==> src/rtl/apb_fabric_master.sv <==
// Fabric-side APB3 initiator: converts a command/response handshake into APB SETUP/ACCESS
// transfers, with a PReady timeout so a hung slave cannot stall the fabric.
module apb_fabric_master #(
    parameter int unsigned ADDR_WIDTH     = 14,
    parameter int unsigned DATA_WIDTH     = 32,
    parameter int unsigned TIMEOUT_CYCLES = 255
) (
    input  logic                  clk,
    input  logic                  nRst,
    input  logic                  CmdValid,
    output logic                  CmdReady,
    input  logic                  CmdWrite,
    input  logic [ADDR_WIDTH-1:0] CmdAddr,
    input  logic [DATA_WIDTH-1:0] CmdWData,
    output logic                  RspValid,
    input  logic                  RspReady,
    output logic [DATA_WIDTH-1:0] RspRData,
    output logic                  RspError,
    output logic                  RspTimeout,
    output logic                  PSel,
    output logic                  PEnable,
    output logic                  PWrite,
    output logic [ADDR_WIDTH-1:0] PAddr,
    output logic [DATA_WIDTH-1:0] PWData,
    input  logic [DATA_WIDTH-1:0] PRData,
    input  logic                  PReady,
    input  logic                  PSlvErr
);

    typedef enum logic [1:0] {StIdle, StSetup, StAccess, StResp} stateType;

    // Counter value on the last permitted stalled ACCESS cycle.
    localparam logic [15:0] TimeoutLast = 16'(TIMEOUT_CYCLES - 1);

    stateType              state, stateNext;
    logic [15:0]           cnt, cntNext;
    logic                  pWriteNext;
    logic [ADDR_WIDTH-1:0] pAddrNext;
    logic [DATA_WIDTH-1:0] pWDataNext;
    logic [DATA_WIDTH-1:0] rspRDataNext;
    logic                  rspErrorNext;
    logic                  rspTimeoutNext;

    always_comb begin
        stateNext      = state;
        cntNext        = cnt;
        pWriteNext     = PWrite;
        pAddrNext      = PAddr;
        pWDataNext     = PWData;
        rspRDataNext   = RspRData;
        rspErrorNext   = RspError;
        rspTimeoutNext = RspTimeout;
        unique case (state)
            StIdle: begin
                if (CmdValid && CmdReady) begin
                    stateNext  = StSetup;
                    cntNext    = '0;
                    pWriteNext = CmdWrite;
                    pAddrNext  = CmdAddr;
                    pWDataNext = CmdWData;
                end
            end
            StSetup: stateNext = StAccess;
            StAccess: begin
                // Completion is checked first so PReady on the expiry cycle still wins.
                if (PReady) begin
                    stateNext      = StResp;
                    rspRDataNext   = (PWrite || PSlvErr) ? '0 : PRData;
                    rspErrorNext   = PSlvErr;
                    rspTimeoutNext = 1'b0;
                end else if (cnt == TimeoutLast) begin
                    stateNext      = StResp;
                    rspRDataNext   = '0;
                    rspErrorNext   = 1'b1;
                    rspTimeoutNext = 1'b1;
                end else begin
                    cntNext = cnt + 16'd1;
                end
            end
            StResp: begin
                if (RspReady) begin
                    stateNext = StIdle;
                end
            end
            default: stateNext = StIdle;
        endcase
    end

    // Handshake and APB strobes are registered from the next state so reset forces them low.
    always_ff @(posedge clk or negedge nRst) begin
        if (!nRst) begin
            state      <= StIdle;
            cnt        <= '0;
            CmdReady   <= 1'b0;
            RspValid   <= 1'b0;
            RspRData   <= '0;
            RspError   <= 1'b0;
            RspTimeout <= 1'b0;
            PSel       <= 1'b0;
            PEnable    <= 1'b0;
            PWrite     <= 1'b0;
            PAddr      <= '0;
            PWData     <= '0;
        end else begin
            state      <= stateNext;
            cnt        <= cntNext;
            CmdReady   <= (stateNext == StIdle);
            RspValid   <= (stateNext == StResp);
            RspRData   <= rspRDataNext;
            RspError   <= rspErrorNext;
            RspTimeout <= rspTimeoutNext;
            PSel       <= (stateNext == StSetup) || (stateNext == StAccess);
            PEnable    <= (stateNext == StAccess);
            PWrite     <= pWriteNext;
            PAddr      <= pAddrNext;
            PWData     <= pWDataNext;
        end
    end

endmodule
==> config.mk <==
export PLATFORM = sky130hd
export DESIGN_NAME = apb_fabric_master
export DESIGN_NICKNAME = d
export VERILOG_FILES = /design/src/rtl/apb_fabric_master.sv
export SDC_FILE = /design/constraint.sdc
export NUM_CORES = 1
export LEC_CHECK = 0
export ABC_AREA = 1
export CORE_MARGIN = 5
export CORE_UTILIZATION = 45
export CTS_CLUSTER_DIAMETER = 80
export DETAILED_ROUTE_END_ITERATION = 10
export PLACE_DENSITY = 0.82
export SLEW_MARGIN = 30
export SYNTH_ARGS = -nofsm -noshare
export SYNTH_HDL_FRONTEND = slang
export SYNTH_SLANG_ARGS = --single-unit
==> constraint.sdc <==
create_clock -name clk -period 3.2 [get_ports clk]
set_clock_uncertainty 0.15 [all_clocks]
set_input_delay 0.32 -clock clk [delete_from_list [all_inputs] [get_ports clk]]
set_output_delay 0.32 -clock clk [all_outputs]
set_load 0.05 [all_outputs]
==> results.md, run 1 <==
- Max Slew Vio Count: 0
- CP max FO: 36
- TritonCTS clock tree: built
- Worst hold slack: 0.325 ns
- Non-Filler Instances: 829
- CP max stage cell: dfrtp_1
- Comb power frac: 55.5%
- GRT Util Overall: 19.9%
- Die H: 109 µm
- RSZ-0062 raised after global routing: false
- Pre-antenna DRT Iters: 4
- Worst-margin pin slew: 0.628 ns
- CTS sink cnt: 103
- Initial antenna violation count: 0
- Synth unique cells: 28
- Mapped Cells: 529
- GP Congestion: 0.887
- HP Class: input pin to register
- Max Cap Viol: 0
- Post-DR vias/cell: 4.79
- Switching power: 0.00322 W
- Vias: 3,971
- Fin crit period: 2.19 ns
- Crit-path cells: inv_1 > ha_1 > nand3_1 > nor2_4 > nand3_4 > nand2_1 > nor3_1 > ha_1
- Cell Area, Synth: 0.00444 mm²
- I/O Buffers: 169
- Synth async-reset ratio: 100%
- Status: completed
- Post-route ant nets: 0
- Layout area overhead: 45.1%
- Starting DRT DRC Count: 205
- Clk pin slew, worst setup/hold paths: 0.10 ns
- Post-route DRC: 0
- Setup CP Type: register to register
- Final Hold Fails: 0
- Commonest non-fill, non-tap cell in the layout: nand2_1
- Root Buffer: clkbuf_8
- Count of final setup violators: 0
- Most frequent CP cell: ha_1
- Util after Layout: 66.5%
- GRT Residual Overflow: 0
- Dpl cells: 813
- Top cells by area, synth: dfrtp_1, nand2_1, nand3_1, nor2_1, buf_2
- Post-CTS setup buffer count: 0
- Setup crit start kind: register
- DP HPWL: 8330 µm
- Period utilization: 68.5%
- Top FF cell, synth: dfrtp_1
- Num CTS Buffers: 9
- CP max stage delay: 0.44 ns
- Initial core utilization: 45.8%
- Seq/Total Area, Yosys: 58.1%
- VDD IR max: 0.563 mV
- Bufs on Longest Clock Path: 2
- Cell Rows: 36
- Commonest non-fill, non-tap cells in the layout: nand2_1, clkdlybuf4s50_1, dfrtp_1, nand3_1, nor2_1
- CP endpoint kind: register
- Crit path arrival time: 2.30 ns
- Nets: 782
- Mapped Nets: 619
- Final wirelength: 11,600 µm
- Syn Area/Cell: 8.39 µm²
- Hold buffers post-CTS: 1
- Die W: 109 µm
- Net Sw Frac: 49.1%
- Mean routed wirelength per cell: 13.9 µm
- Vias in the first global route: 4,008
- Share of Yosys cell area claimed by the top area cell type: 58.1%
- Max Clock Freq: 456 MHz
- Critical Path RT: 3.31 ns
- Setup Total Neg Slack: 0 ns
- CTS H-tree depth: 3
- Lkg Pwr: 3.13 nW
- Largest net degree at the start of global routing: 56
- Yosys reg bits: 103
- Pint: 0.00335 W
- Total power: 0.00657 W
- Sequential share of power: 31.6%
- Die ar.: 0.0119 mm²
- Clock latency at the later pin of the worst-skew pair: 0.36 ns
- Slew margin rel.: 58.1%
- Global-route wire length before repair: 18,900 µm
- Ys Warns: 0
- # diodes: 0
- Cts repair resizes: 0
- Core box area: 0.00968 mm²
- Io pins: 170
- Clk network pwr share: 12.8%
- Share of cells above drive strength 1: 4.89%
- Post-synth top area cell: dfrtp_1
- Number of synthesized flops with an enable pin: 0
- Power density cells: 1020 mW/mm²
-- worst max-delay path: cells and delay by family, from the launching register on --
| kind | cells | cell delay, ns |
|---|---|---|
| simple gates | 5 | 0.92 |
| buf+inv | 1 | 0.10 |
| fa+ha+maj | 2 | 0.48 |
| flops | 1 | 0.44 |
-- power groups by stage --
stage / clock network (W) / logic (W) / registers [W]
floorplan: 0 / 0.000717 / 0.00374
global placement: 0 / 0.00363 / 0.00207
detailed placement: 0 / 0.00368 / 0.00209
CTS: 0.000873 / 0.00369 / 0.00208
global route: 0.000923 / 0.00387 / 0.00214
finish: 0.000844 / 0.00365 / 0.00208
-- path summary, 6_finish.rpt --
kind                       cells past startpoint         end         from  slack, ns
min in group asynchronous                      2      cnt[5]         nRst       0.37
hold / removal                                 3   PWData[5]  CmdWData[5]       0.32
hold reg to reg                                2  PWData[20]   PWData[20]       0.33
setup reg to reg                               8        PSel       cnt[0]       1.01
setup / recovery                               8        PSel       cnt[0]       1.01
max in group asynchronous                      3    PAddr[8]         nRst       1.84
-- metrics by stage --
| stage | worst slack, ns | cell area, µm² |
|---|---|---|
| 2_1_floorplan | 1.39 | 4440 |
| 3_3_place_gp | 1.11 | 6230 |
| 3_5_place_dp | 1.01 | 6230 |
| 5_1_grt | 0.874 | 6440 |
| 4_1_cts | 1.01 | 6440 |
| 6_report | 1.01 | 6440 |
-- cell usage after synthesis, drive strengths merged, types with 3 or more instances --
| master | number |
|---|---|
| nand2 | 267 |
| buf | 18 |
| nand4 | 4 |
| or2 | 3 |
| nor2 | 27 |
| nand3 | 52 |
| nor3 | 3 |
| clkbuf | 5 |
| o21ai | 15 |
| inv | 18 |
| ha | 5 |
| xor2 | 3 |
| dfrtp | 103 |
-- layer usage --
| metal | up-vias | wire, µm | track usage, % | part of all wire [%] |
|---|---|---|---|---|
| met5 | - | 0 | 0 | 0 |
| met2 | 144 | 5280 | 31.6 | 46 |
| met1 | 1840 | 4870 | 25.3 | 42 |
| met4 | 0 | 227 | 7.39 | 2.0 |
| met3 | 18 | 1170 | 6.93 | 10 |
| li1 | 1969 | - | - | - |
-- cell families (layout without fill, tap and decap cells) --
logic type / after synthesis / count (layout) / share of synthesized area [%]
flip-flops: 103 / 103 / 58.1
adder cells (fa/ha/maj): 5 / 5 / 1.41
XOR/XNOR: 5 / 5 / 0.987
AND/OR/NAND/NOR: 357 / 357 / 33.2
buffers and inverters: 43 / 210 / 4.34
AO/OA/AOI/OAI: 16 / 16 / 1.95
-- final cells by class --
type                            count  area, µm²
Clock buffer                       11        151
Clock inverter                      4       53.8
Fill cell                         821       3240
Inverter                           20       75.1
Multi-Input combinational cell    383       1670
Sequential cell                   103       2580
Tap cell                          133        166
Timing Repair Buffer              175       1750
-- registers in the layout (all words and copies together) (netlist names), 2 cells and up --
name	flops
PAddr	14
PWData	32
RspRData	32
cnt	16
state	2
No activity file was read; power rests on OpenSTA's default activity.
==> inputs of run 2 (changes only) <==
--- a/config.mk
+++ b/config.mk
@@ -7,10 +7,10 @@
 export LEC_CHECK = 0
 export ABC_AREA = 1
 export CORE_MARGIN = 5
-export CORE_UTILIZATION = 45
+export CORE_UTILIZATION = 44
 export CTS_CLUSTER_DIAMETER = 80
 export DETAILED_ROUTE_END_ITERATION = 10
-export PLACE_DENSITY = 0.82
+export PLACE_DENSITY = 0.8
 export SLEW_MARGIN = 30
 export SYNTH_ARGS = -nofsm -noshare
 export SYNTH_HDL_FRONTEND = slang
==> constraint.sdc (replaced) <==
create_clock -name clk -period 2.2 [get_ports clk]
set_clock_uncertainty 0.15 [all_clocks]
set_input_delay 0.22 -clock clk [delete_from_list [all_inputs] [get_ports clk]]
set_output_delay 0.22 -clock clk [all_outputs]
set_load 0.05 [all_outputs]
==> results.md, run 2 (synthesized netlist as in run 1, its figures left out) <==
- DP Area: 0.00626 mm² (was 0.00623 mm²)
- Die H: 110 µm (was 109 µm)
- FF-to-FF path depth: 8 (unchanged)
- Clock latency at the later pin of the worst-skew pair: 0.36 ns (about the same)
- CP max stage delay: 0.86 ns (was 0.44 ns)
- Starting DRT DRC Count: 307 (was 205)
- Commonest non-fill, non-tap cell in the layout: nand2_1 (unchanged)
- GRT Util Overall: 20.4% (was 19.9%)
- Top delay family on crit path: buffers and inverters (was simple AND/OR/NAND/NOR gates)
- Max Cap Viol: 0 (unchanged)
- Worst-margin pin slew: 0.545 ns (was 0.628 ns)
- HP Class: input pin to async pin (was input pin to register)
- Crit-path cells: clkdlybuf4s50_1 (was inv_1 > ha_1 > nand3_1 > nor2_4 > nand3_4 > nand2_1 > nor3_1 > ha_1)
- Crit path arrival time: 1.64 ns (was 2.30 ns)
- Final instance area: 0.00647 mm² (was 0.00644 mm²)
- Fin crit period: 2.01 ns
- Critical Path RT: 1.83 ns (was 3.31 ns)
- Io pins: 170 (unchanged)
- Setup CP Type: register to output port (was register to register)
- RSZ-0062 raised after global routing: false (unchanged)
- Biggest regs: PWData x32, RspRData x32, cnt x16 (unchanged)
- Non-Filler Instances: 834 (was 829)
- Mean routed wirelength per cell: 14.5 µm (was 13.9 µm)
- Worst reg2reg setup slack: 0.24 ns (was 1.01 ns)
- Max Clock Freq: 498 MHz
- Largest net degree at the start of global routing: 52 (was 56)
- GRT Residual Overflow: 0 (unchanged)
- TritonCTS clock tree: built (unchanged)
- Setup Total Neg Slack: 0 ns (unchanged)
- Dpl cells: 817 (was 813)
- Fillers: 829 (was 821)
- Slew margin rel.: 63.6% (was 58.1%)
- Core box area: 0.00982 mm² (was 0.00968 mm²)
- CTS H-tree depth: 3 (unchanged)
- Root Buffer: clkbuf_8 (unchanged)
- Post-CTS setup buffer count: 0 (unchanged)
- Util after Layout: 65.9% (was 66.5%)
- Initial core utilization: 45.2% (was 45.8%)
- Final Hold Fails: 0 (unchanged)
- Max Slew Vio Count: 0 (unchanged)
- GP Congestion: 0.888 (was 0.887)
- DP HPWL: 8910 µm (was 8330 µm)
- FF-to-FF End: PSel (unchanged)
- I/O Buffers: 169 (unchanged)
- Power density cells: 1480 mW/mm² (was 1020 mW/mm²)
- Initial antenna violation count: 0 (unchanged)
- # diodes: 0 (unchanged)
- Post-route ant nets: 0 (unchanged)
- Vias in the first global route: 4,295 (was 4,008)
- Count of final setup violators: 0 (unchanged)
- Clk pin slew, worst setup/hold paths: 0.10 ns (about the same)
- Bufs on Longest Clock Path: 2 (unchanged)
- Commonest non-fill, non-tap cells in the layout: nand2_1, clkdlybuf4s50_1, dfrtp_1, nand3_1, nor2_1 (unchanged)
- Period utilization: 91.3%
- CP max FO: 3 (was 36)
- Final wirelength: 12,100 µm (was 11,600 µm)
- CP max stage cell: clkdlybuf4s50_1 (was dfrtp_1)
- Num CTS Buffers: 9 (unchanged)
- Die W: 110 µm (was 109 µm)
- Die ar.: 0.0122 mm² (was 0.0119 mm²)
- Post-route DRC: 0 (unchanged)
- Share of cells above drive strength 1: 5.42% (was 4.89%)
- VDD IR max: 0.909 mV (was 0.563 mV)
- Nets: 786 (was 782)
- Pre-antenna DRT Iters: 4 (unchanged)
- Global-route wire length before repair: 20,700 µm (was 18,900 µm)
- Cell Rows: 36 (unchanged)
- Status: completed (unchanged)
- Vias: 4,070 (was 3,971)
- Post-DR vias/cell: 4.88 (was 4.79)
- R2r startpoint: cnt[0] (unchanged)
- Layout area overhead: 45.8% (was 45.1%)
- CP endpoint kind: output port (was register)
- Lkg Pwr: 3.15 nW (was 3.13 nW)
- CTS sink cnt: 103 (unchanged)
- Buf+Inv Stages, Crit Path: 1 (unchanged)
- Setup crit start kind: register (unchanged)
==> run 2: where the power goes <==
group | internal, W | leakage [nW] | switching [W] | total (W)
clock | 0.000545 | 0.0994 | 0.000668 | 0.00121
combinational | 0.00168 | 1.71 | 0.00366 | 0.00534
sequential | 0.00261 | 1.34 | 0.000422 | 0.00304
==> run 2: what timing repair did <==
item,in CTS,in global routing
hold buffers,1,0
hold endpoints to repair,33,0
resized for setup,0,0
==> run 2: per-layer routing <==
metal | vias up | global-route usage, % | part of all wire [%] | wire length [µm]
met5 | - | 0 | 0 | 0
met4 | 0 | 7.14 | 1.5 | 181
met3 | 20 | 7.88 | 9.8 | 1190
li1 | 1980 | - | - | -
met1 | 1901 | 24.3 | 40 | 4780
met2 | 169 | 33.6 | 49 | 5920
==> run 2: how the worst max path moves through the flow <==
stage / slack (ns) / cells after the start / end / from
after floorplan: 0.39 / 5 / PSel / CmdReady
after global placement: 0.32 / 8 / PSel / cnt[0]
after detailed placement: 0.26 / 8 / PSel / cnt[0]
after CTS: 0.15 / 1 / PWrite / PWrite
after global routing: 0.10 / 8 / PSel / cnt[0]
final: 0.19 / 1 / PWrite / PWrite
==> run 2: area by class of cell <==
type / count / area, µm² / share of cell area [%]
inverters: 20 / 75.1 / 1.16
multi-input cells: 383 / 1670 / 25.8
clock inverters: 6 / 75.1 / 1.16
clock buffers: 10 / 128 / 1.97
repair buffers: 179 / 1780 / 27.5
flip-flops and latches: 103 / 2580 / 39.8
well taps: 133 / 166 / 2.57
==> run 2: through the flow <==
stage | total power [W] | hold WS [ns] | setup slack (ns)
final | 0.00959 | 0.200 | 0.191
after global placement | 0.00834 | 0.0549 | 0.315
after detailed placement | 0.00844 | 0.0552 | 0.264
after global routing | 0.0101 | 0.227 | 0.104
after CTS | 0.00968 | 0.194 | 0.154
after floorplan | 0.00648 | -0.226 | 0.389
==> inputs of run 3 (changes only) <==
--- a/config.mk
+++ b/config.mk
@@ -8,10 +8,11 @@
 export ABC_AREA = 1
 export CORE_MARGIN = 5
 export CORE_UTILIZATION = 44
-export CTS_CLUSTER_DIAMETER = 80
+export CTS_CLUSTER_DIAMETER = 60
 export DETAILED_ROUTE_END_ITERATION = 10
 export PLACE_DENSITY = 0.8
-export SLEW_MARGIN = 30
+export SLEW_MARGIN = 0
 export SYNTH_ARGS = -nofsm -noshare
 export SYNTH_HDL_FRONTEND = slang
 export SYNTH_SLANG_ARGS = --single-unit
+export TNS_END_PERCENT = 5
==> results of run 3 <==
Same layout as run 2: the final DEF is identical, and so are final timing and power.
